**src/rtl/mac_pkg.sv**
```systemverilog
// mac_pkg: shared types and arithmetic helpers for the mac_bank datapath.
//   - lane_ctrl_t : per-beat control bundle broadcast from mac_bank to every lane
//   - max_of/min_of, ovf_detect, sat_wrap : width-parametrised range helpers,
//     evaluated on a 64-bit signed carrier so any ACC_WIDTH up to 63 fits
//   - lane_lsb    : bit offset of lane k inside a packed multi-lane bus
package mac_pkg;

    localparam int ACC_W_MAX = 64;

    typedef logic signed [ACC_W_MAX-1:0] wide_t;

    typedef struct packed {
        logic en;    // pipeline advance
        logic load;  // accepted input beat: capture product
        logic v1;    // stage-1 holds a beat
        logic last;  // stage-1 beat closes the frame
        logic clr;   // frame abort
    } lane_ctrl_t;

    function automatic wide_t max_of(input int w);
        return (wide_t'(1) <<< (w - 1)) - wide_t'(1);
    endfunction

    function automatic wide_t min_of(input int w);
        return -max_of(w) - wide_t'(1);
    endfunction

    // True when s does not fit a w-bit signed value.
    function automatic logic ovf_detect(input wide_t s, input int w);
        return (s > max_of(w)) || (s < min_of(w));
    endfunction

    // Clamp to the w-bit range (sat=1) or keep the low w bits, sign-extended (sat=0).
    function automatic wide_t sat_wrap(input wide_t s, input int w, input logic sat);
        wide_t r;
        if (sat && (s > max_of(w))) begin
            r = max_of(w);
        end else if (sat && (s < min_of(w))) begin
            r = min_of(w);
        end else begin
            r = s <<< (ACC_W_MAX - w);
            r = r >>> (ACC_W_MAX - w);
        end
        return r;
    endfunction

    function automatic int lane_lsb(input int k, input int w);
        return k * w;
    endfunction

endpackage

```
**src/rtl/mac_lane.sv**
```systemverilog
// mac_lane: one multiply-accumulate lane of mac_bank.
//   clk_i/rst_ni : clock, async active-low reset
//   ctrl_i       : en/load/v1/last/clr from the shared controller
//   a_i, b_i     : signed operands of the current input beat
//   res_o        : frame result register
//   ovf_o        : overflow flag belonging to res_o
// Stage 1 registers the full-width product; stage 2 folds it into the
// accumulator with the saturate/wrap rule applied at every beat.
module mac_lane
    import mac_pkg::*;
#(
    parameter int IN_WIDTH  = 8,
    parameter int ACC_WIDTH = 24,
    parameter bit SATURATE  = 1'b1
) (
    input  logic                        clk_i,
    input  logic                        rst_ni,
    input  lane_ctrl_t                  ctrl_i,
    input  logic signed [IN_WIDTH-1:0]  a_i,
    input  logic signed [IN_WIDTH-1:0]  b_i,
    output logic signed [ACC_WIDTH-1:0] res_o,
    output logic                        ovf_o
);

    localparam int PW = 2 * IN_WIDTH;

    logic signed [PW-1:0]        prod_q, prod_d;
    logic signed [ACC_WIDTH-1:0] acc_q, acc_d;
    logic signed [ACC_WIDTH-1:0] res_q, res_d;
    logic                        stk_q, stk_d;
    logic                        ovf_q, ovf_d;

    logic signed [ACC_WIDTH:0]   sum;
    logic signed [ACC_WIDTH-1:0] resolved;
    logic                        beat_ovf;
    logic                        step;

    // One extra bit is enough: |product| never exceeds the accumulator range.
    assign sum      = (ACC_WIDTH+1)'(acc_q) + (ACC_WIDTH+1)'(prod_q);
    assign beat_ovf = ovf_detect(wide_t'(sum), ACC_WIDTH);
    assign resolved = ACC_WIDTH'(sat_wrap(wide_t'(sum), ACC_WIDTH, SATURATE));
    assign step     = ctrl_i.en && ctrl_i.v1 && !ctrl_i.clr;

    always_comb begin
        prod_d = prod_q;
        acc_d  = acc_q;
        stk_d  = stk_q;
        res_d  = res_q;
        ovf_d  = ovf_q;

        if (ctrl_i.load) begin
            prod_d = PW'(a_i) * PW'(b_i);
        end

        if (ctrl_i.clr) begin
            acc_d = '0;
            stk_d = 1'b0;
        end else if (step) begin
            if (ctrl_i.last) begin
                // Frame closes: publish and restart with no bubble.
                res_d = resolved;
                ovf_d = stk_q | beat_ovf;
                acc_d = '0;
                stk_d = 1'b0;
            end else begin
                acc_d = resolved;
                stk_d = stk_q | beat_ovf;
            end
        end
    end

    always_ff @(posedge clk_i or negedge rst_ni) begin
        if (!rst_ni) begin
            prod_q <= '0;
            acc_q  <= '0;
            stk_q  <= 1'b0;
            res_q  <= '0;
            ovf_q  <= 1'b0;
        end else begin
            prod_q <= prod_d;
            acc_q  <= acc_d;
            stk_q  <= stk_d;
            res_q  <= res_d;
            ovf_q  <= ovf_d;
        end
    end

    assign res_o = res_q;
    assign ovf_o = ovf_q;

endmodule

```
**src/rtl/mac_bank.sv**
```systemverilog
// mac_bank: NUM_CH-lane pipelined multiply-accumulate bank.
//   Clk_CI, Rst_RBI         : clock, async active-low reset
//   Clr_SI                  : synchronous frame abort (output register untouched)
//   InValid_SI/InReady_SO   : shared input beat handshake
//   In0_DI, In1_DI          : packed signed operands, lane k at [k*IN_WIDTH +: IN_WIDTH]
//   OutValid_SO/OutReady_SI : frame result handshake
//   Out_DO                  : packed signed results, lane k at [k*ACC_WIDTH +: ACC_WIDTH]
//   Ovf_SO                  : per-lane overflow flag of the presented frame
// Holds the beat counter, stage-1 valid/last and the result-valid flag; the
// datapath lives in mac_lane. The whole pipeline stalls while a result is
// held and not taken.
module mac_bank
    import mac_pkg::*;
#(
    parameter int IN_WIDTH  = 8,
    parameter int ACC_WIDTH = 24,
    parameter int NUM_CH    = 4,
    parameter int ACC_LEN   = 16,
    parameter bit SATURATE  = 1'b1
) (
    input  logic                          Clk_CI,
    input  logic                          Rst_RBI,
    input  logic                          Clr_SI,
    input  logic                          InValid_SI,
    output logic                          InReady_SO,
    input  logic [NUM_CH*IN_WIDTH-1:0]    In0_DI,
    input  logic [NUM_CH*IN_WIDTH-1:0]    In1_DI,
    output logic                          OutValid_SO,
    input  logic                          OutReady_SI,
    output logic [NUM_CH*ACC_WIDTH-1:0]   Out_DO,
    output logic [NUM_CH-1:0]             Ovf_SO
);

    localparam int               CNT_W    = (ACC_LEN > 1) ? $clog2(ACC_LEN) : 1;
    localparam logic [CNT_W-1:0] CNT_LAST = CNT_W'(ACC_LEN - 1);

    if (ACC_WIDTH < 2 * IN_WIDTH) begin : g_bad_acc_width
        $error("mac_bank: ACC_WIDTH must be >= 2*IN_WIDTH");
    end
    if (ACC_LEN < 1) begin : g_bad_acc_len
        $error("mac_bank: ACC_LEN must be >= 1");
    end

    logic             en, fire, land;
    logic [CNT_W-1:0] cnt_q, cnt_d;
    logic             v1_q, v1_d;
    logic             last_q, last_d;
    logic             ov_q, ov_d;
    lane_ctrl_t       ctrl;

    logic [NUM_CH-1:0][ACC_WIDTH-1:0] res;
    logic [NUM_CH-1:0]                ovf;

    assign en   = !(ov_q && !OutReady_SI);
    // A beat offered during Clr_SI is dropped even though InReady_SO is high.
    assign fire = InValid_SI && en && !Clr_SI;
    assign land = en && v1_q && last_q && !Clr_SI;

    always_comb begin
        cnt_d  = cnt_q;
        v1_d   = v1_q;
        last_d = last_q;
        ov_d   = ov_q;

        if (Clr_SI) begin
            cnt_d = '0;
            v1_d  = 1'b0;
        end else if (en) begin
            v1_d   = fire;
            last_d = fire && (cnt_q == CNT_LAST);
            if (fire) begin
                cnt_d = (cnt_q == CNT_LAST) ? '0 : cnt_q + CNT_W'(1);
            end
        end

        // A landing result overrides retirement so back-to-back frames keep valid high.
        if (land) begin
            ov_d = 1'b1;
        end else if (ov_q && OutReady_SI) begin
            ov_d = 1'b0;
        end
    end

    always_ff @(posedge Clk_CI or negedge Rst_RBI) begin
        if (!Rst_RBI) begin
            cnt_q  <= '0;
            v1_q   <= 1'b0;
            last_q <= 1'b0;
            ov_q   <= 1'b0;
        end else begin
            cnt_q  <= cnt_d;
            v1_q   <= v1_d;
            last_q <= last_d;
            ov_q   <= ov_d;
        end
    end

    always_comb begin
        ctrl      = '0;
        ctrl.en   = en;
        ctrl.load = fire;
        ctrl.v1   = v1_q;
        ctrl.last = last_q;
        ctrl.clr  = Clr_SI;
    end

    for (genvar k = 0; k < NUM_CH; k++) begin : g_lane
        mac_lane #(
            .IN_WIDTH  (IN_WIDTH),
            .ACC_WIDTH (ACC_WIDTH),
            .SATURATE  (SATURATE)
        ) u_lane (
            .clk_i  (Clk_CI),
            .rst_ni (Rst_RBI),
            .ctrl_i (ctrl),
            .a_i    (In0_DI[lane_lsb(k, IN_WIDTH) +: IN_WIDTH]),
            .b_i    (In1_DI[lane_lsb(k, IN_WIDTH) +: IN_WIDTH]),
            .res_o  (res[k]),
            .ovf_o  (ovf[k])
        );
    end

    assign InReady_SO  = en;
    assign OutValid_SO = ov_q;
    assign Out_DO      = res;
    assign Ovf_SO      = ovf;

endmodule

```
**config.mk**
```make
export PLATFORM = sky130hd
export DESIGN_NAME = mac_bank
export DESIGN_NICKNAME = d
export VERILOG_FILES = /design/src/rtl/mac_pkg.sv /design/src/rtl/mac_lane.sv /design/src/rtl/mac_bank.sv
export SDC_FILE = /design/constraint.sdc
export NUM_CORES = 1
export LEC_CHECK = 0
export BUFFER_PORTS_ARGS = -buffer_cell sky130_fd_sc_hd__buf_2
export CAP_MARGIN = 10
export CELL_PAD_IN_SITES_DETAIL_PLACEMENT = 1
export CELL_PAD_IN_SITES_GLOBAL_PLACEMENT = 1
export CORE_MARGIN = 1
export CORE_UTILIZATION = 52
export CTS_CLUSTER_SIZE = 20
export DETAILED_ROUTE_END_ITERATION = 10
export PLACE_DENSITY_LB_ADDON = 0.1
export SLEW_MARGIN = 20
export SYNTH_ARGS = -nofsm -noshare
export SYNTH_HDL_FRONTEND = slang
export SYNTH_SLANG_ARGS = --single-unit
```
**constraint.sdc**
```tcl
create_clock -name Clk_CI -period 5 [get_ports Clk_CI]
set_input_delay 0.5 -clock Clk_CI [delete_from_list [all_inputs] [get_ports Clk_CI]]
set_output_delay 0.5 -clock Clk_CI [all_outputs]
set_load 0.01 [all_outputs]
```
==> impl_metrics.csv <==
group,metric,value,unit
critical_path,path_class,"input port to flop",
power,total_power,14600,µW
timing,clock_skew,0.0233,ns
run_status,status,"finished, final reports clean",
placement,dpl.hpwl,56.3,mm
yosys,ys.flop_type,"dfrtp_1",
final_layout,fillCellCount,5641,
critical_path,crit_top_cell,"fa_1",
yosys,synth_most_common_cell,"inv_1",
timing,fmax,236,MHz
timing,finalSetupViolations,0,
grt,grt_max_degree,102,
grt,antenna_found_initial,0,
critical_path,worst_setup_path_start_kind,"input port",
drt,drt_iter0_drc,984,
timing,max_slew.worst_pin.slew,0.907,ns
clock_tree,cts-root-buf,"clkbuf_16",
die,rows,80,
critical_path,crit_path_max_incr_delay,0.71,ns
critical_path,path_buf_inv,4,
yosys,avgSynthCellArea,9.15,µm²
yosys,yosys_warnings,0,
final_layout,multi_input_area,17100,µm²
critical_path,crit_arrival,4.67,ns
grt,grt-ovfl-total,0,
worst_hold_path,hp-class,"input port to flop",
final_layout,regArea,6780,µm²
yosys,synth_top_area_frac,0.265,
final_layout,drive_gt1_frac,0.108,
timing,hold_ws,0.183,ns
yosys,synth-edff-count,0,
timing,rsz0062_at_grt,"false",
yosys,synth_seq_cells,271,
drt,ant_nets,0,
timing,period_share,0.847,
critical_path,cp.required,5.44,ns
final_layout,antenna_cells,0,
die,start_util,0.531,
placement,gp_congestion,0.879,
clock_tree,cts_inserted_buffers,29,
final_layout,post-route-util,0.583,
yosys,synth_area,25600,µm²
die,dieArea,50100,µm²
power,p_per_area,522,nW/µm²
critical_path,cp_max_fo,8,
critical_path,cpMaxStageDelayCell,"fa_1",
timing,period_minus_slack,4.24,ns
critical_path,crit_chain,"buf_2 > nand2_1 > inv_1 > fa_1 > inv_1 > fa_1 > fa_1 > fa_1 > inv_1 > ha_1 > and3_1 > a21oi_1 > o21ai_0 > o41ai_1 > xnor2_1 > o21ai_0",
critical_path,cp-end-kind,"flop",
drt,vias,20900,
grt,grt_pass1_wl,119,mm
yosys,synth_top_cell_by_area,"dfrtp_1",
clock_tree,tritoncts,"done",
timing,tns,0,ns
die,pin_count,171,
die,die_y,224,µm
timing,slew_viol_final,0,
clock_tree,clk_path_buf_depth,3,
yosys,yosysUniqueCellTypes,100,
power,p_leak,0.0140,µW
yosys,ys_seq_area_frac,0.265,
yosys,synthTopCellsByCount,"inv_1 (358), nand2_1 (340), dfrtp_1 (271), fa_1 (224), o21ai_0 (215)",
placement,port_buffers,170,
clock_tree,clk_latency,0.58,ns
critical_path,path_delay_family,"adder cells",
die,coreArea,48100,µm²
grt,globalRouteTotalUtil,0.292,
drt,wl_per_cell,19.9,µm
yosys,syn_nets,3302,
timing,max_slew_margin,0.394,
yosys,syn_inst,2796,
drt,drtPass1Iterations,5,
drt,wl,71.8,mm
critical_path,ff2ff_setup_slack,1.03,ns
drt,via_per_inst,5.78,
power,ir_worst_vdd,294,µV
timing,hold_violations,0,
flow_run,cap_violations,0,
die,dieWidth,224,µm
yosys,synthArstFlopShare,1.00,
clock_tree,cts_setup_buffers,0,
final_layout,fin_nets,3437,
final_layout,syn_to_final_growth,9.63,%
clock_tree,clkSinkCount,271,
clock_tree,clk_pin_slew,0.06,ns
yosys,synth.area.top_cells,"dfrtp_1 (27%), fa_1 (18%), ha_1 (10%), inv_1 (5.3%), nand2_1 (5.0%)",
drt,drc,0,
clock_tree,cts_max_level,1,
grt,grt_pass1_vias,22700,
-- final timing paths --
kind	to	depth (start not counted)	from
setup / recovery	g_lane[1].u_lane.prod_q[15]$_DFFE_PN0P_	16	In0_DI[15]
hold / removal	v1_q$_DFFE_PN0P_	2	Clr_SI
setup reg to reg	g_lane[3].u_lane.res_o[1]$_DFFE_PN0P_	12	g_lane[3].u_lane.prod_q[0]$_DFFE_PN0P_
hold reg to reg	g_lane[1].u_lane.res_o[12]$_DFFE_PN0P_	2	g_lane[1].u_lane.res_o[12]$_DFFE_PN0P_
max in group asynchronous	g_lane[1].u_lane.acc_q[2]$_DFFE_PN0P_	3	Rst_RBI
min in group asynchronous	g_lane[1].u_lane.acc_q[17]$_DFFE_PN0P_	2	Rst_RBI
-- routing by layer --
layer / GRT usage / vias to the layer above / wire [µm]
met4: 0.0700 / 0 / 1820
li1: - / 9650 / -
met1: 0.380 / 10700 / 31200
met5: 0 / - / 0
met3: 0.0248 / 115 / 2080
met2: 0.526 / 344 / 36700
-- layout make-up --
type                       instances  area share
sequential                       271       0.242
clock buffer                      37      0.0287
tap                              656      0.0293
multi-input combinational       2084       0.610
inverter                         359      0.0480
timing repair buffer             186      0.0367
clock inverter                    16     0.00593
-- report_power, final --
part	internal [µW]	leakage, µW	switching (µW)
registers	2700	0.00362	466
clock network	1290	0.000479	947
logic	3670	0.00994	5580
-- cells by family after synthesis --
logic type / share of synthesized area
compound gates: 0.180
mux: 0.0138
simple gates: 0.150
buf+inv: 0.0679
xor+xnor: 0.0431
flops: 0.265
fa+ha+maj: 0.280
-- layout by cell type, fill, tap and decap left out, types with 14 or more instances in the layout --
cell and n:
o21a_1 30, nor3_1 29, nor2_1 103, inv_1 358, o211ai_1 23, nand3_1 24
and3_1 20, a22o_1 22, nand2_1 339, xnor2_1 85, and2_1 162, ha_1 213
a21o_1 49, xor2_1 36, o21ai_0 215, a31oi_1 23, o31ai_1 27, nand2b_1 41
mux2_2 22, o21ai_1 20, o21bai_1 14, buf_2 169, fa_1 224, clkbuf_16 29
nor2b_1 16, a211oi_1 19, dfrtp_1 271, a21oi_1 144
-- flip-flops by register name, indices dropped and copies added (netlist names) --
signal and flops:
OutValid_SO 1, cnt_q 4, g_lane.u_lane.acc_q 96, g_lane.u_lane.ovf_o 4, g_lane.u_lane.prod_q 64, g_lane.u_lane.res_o 96, g_lane.u_lane.stk_q 4, last_q 1
v1_q 1
-- per-stage QoR --
stage	std cells	setup slack (ns)	area (µm²)
2_1_floorplan	2796	0.593	25600
3_3_place_gp	3554	0.215	27100
3_5_place_dp	3554	0.157	27100
4_1_cts	3608	0.742	28000
5_1_grt	3609	0.465	28000
6_report	3609	0.763	28000
-- what timing repair did --
action / 4_1_cts / 5_1_grt
endpoints found under the setup margin: 0 / 0
hold buffers: 1 / 0
hold endpoints to repair: 23 / 0
resized for setup: 0 / 0
No activity file was read; power rests on OpenSTA's default activity.
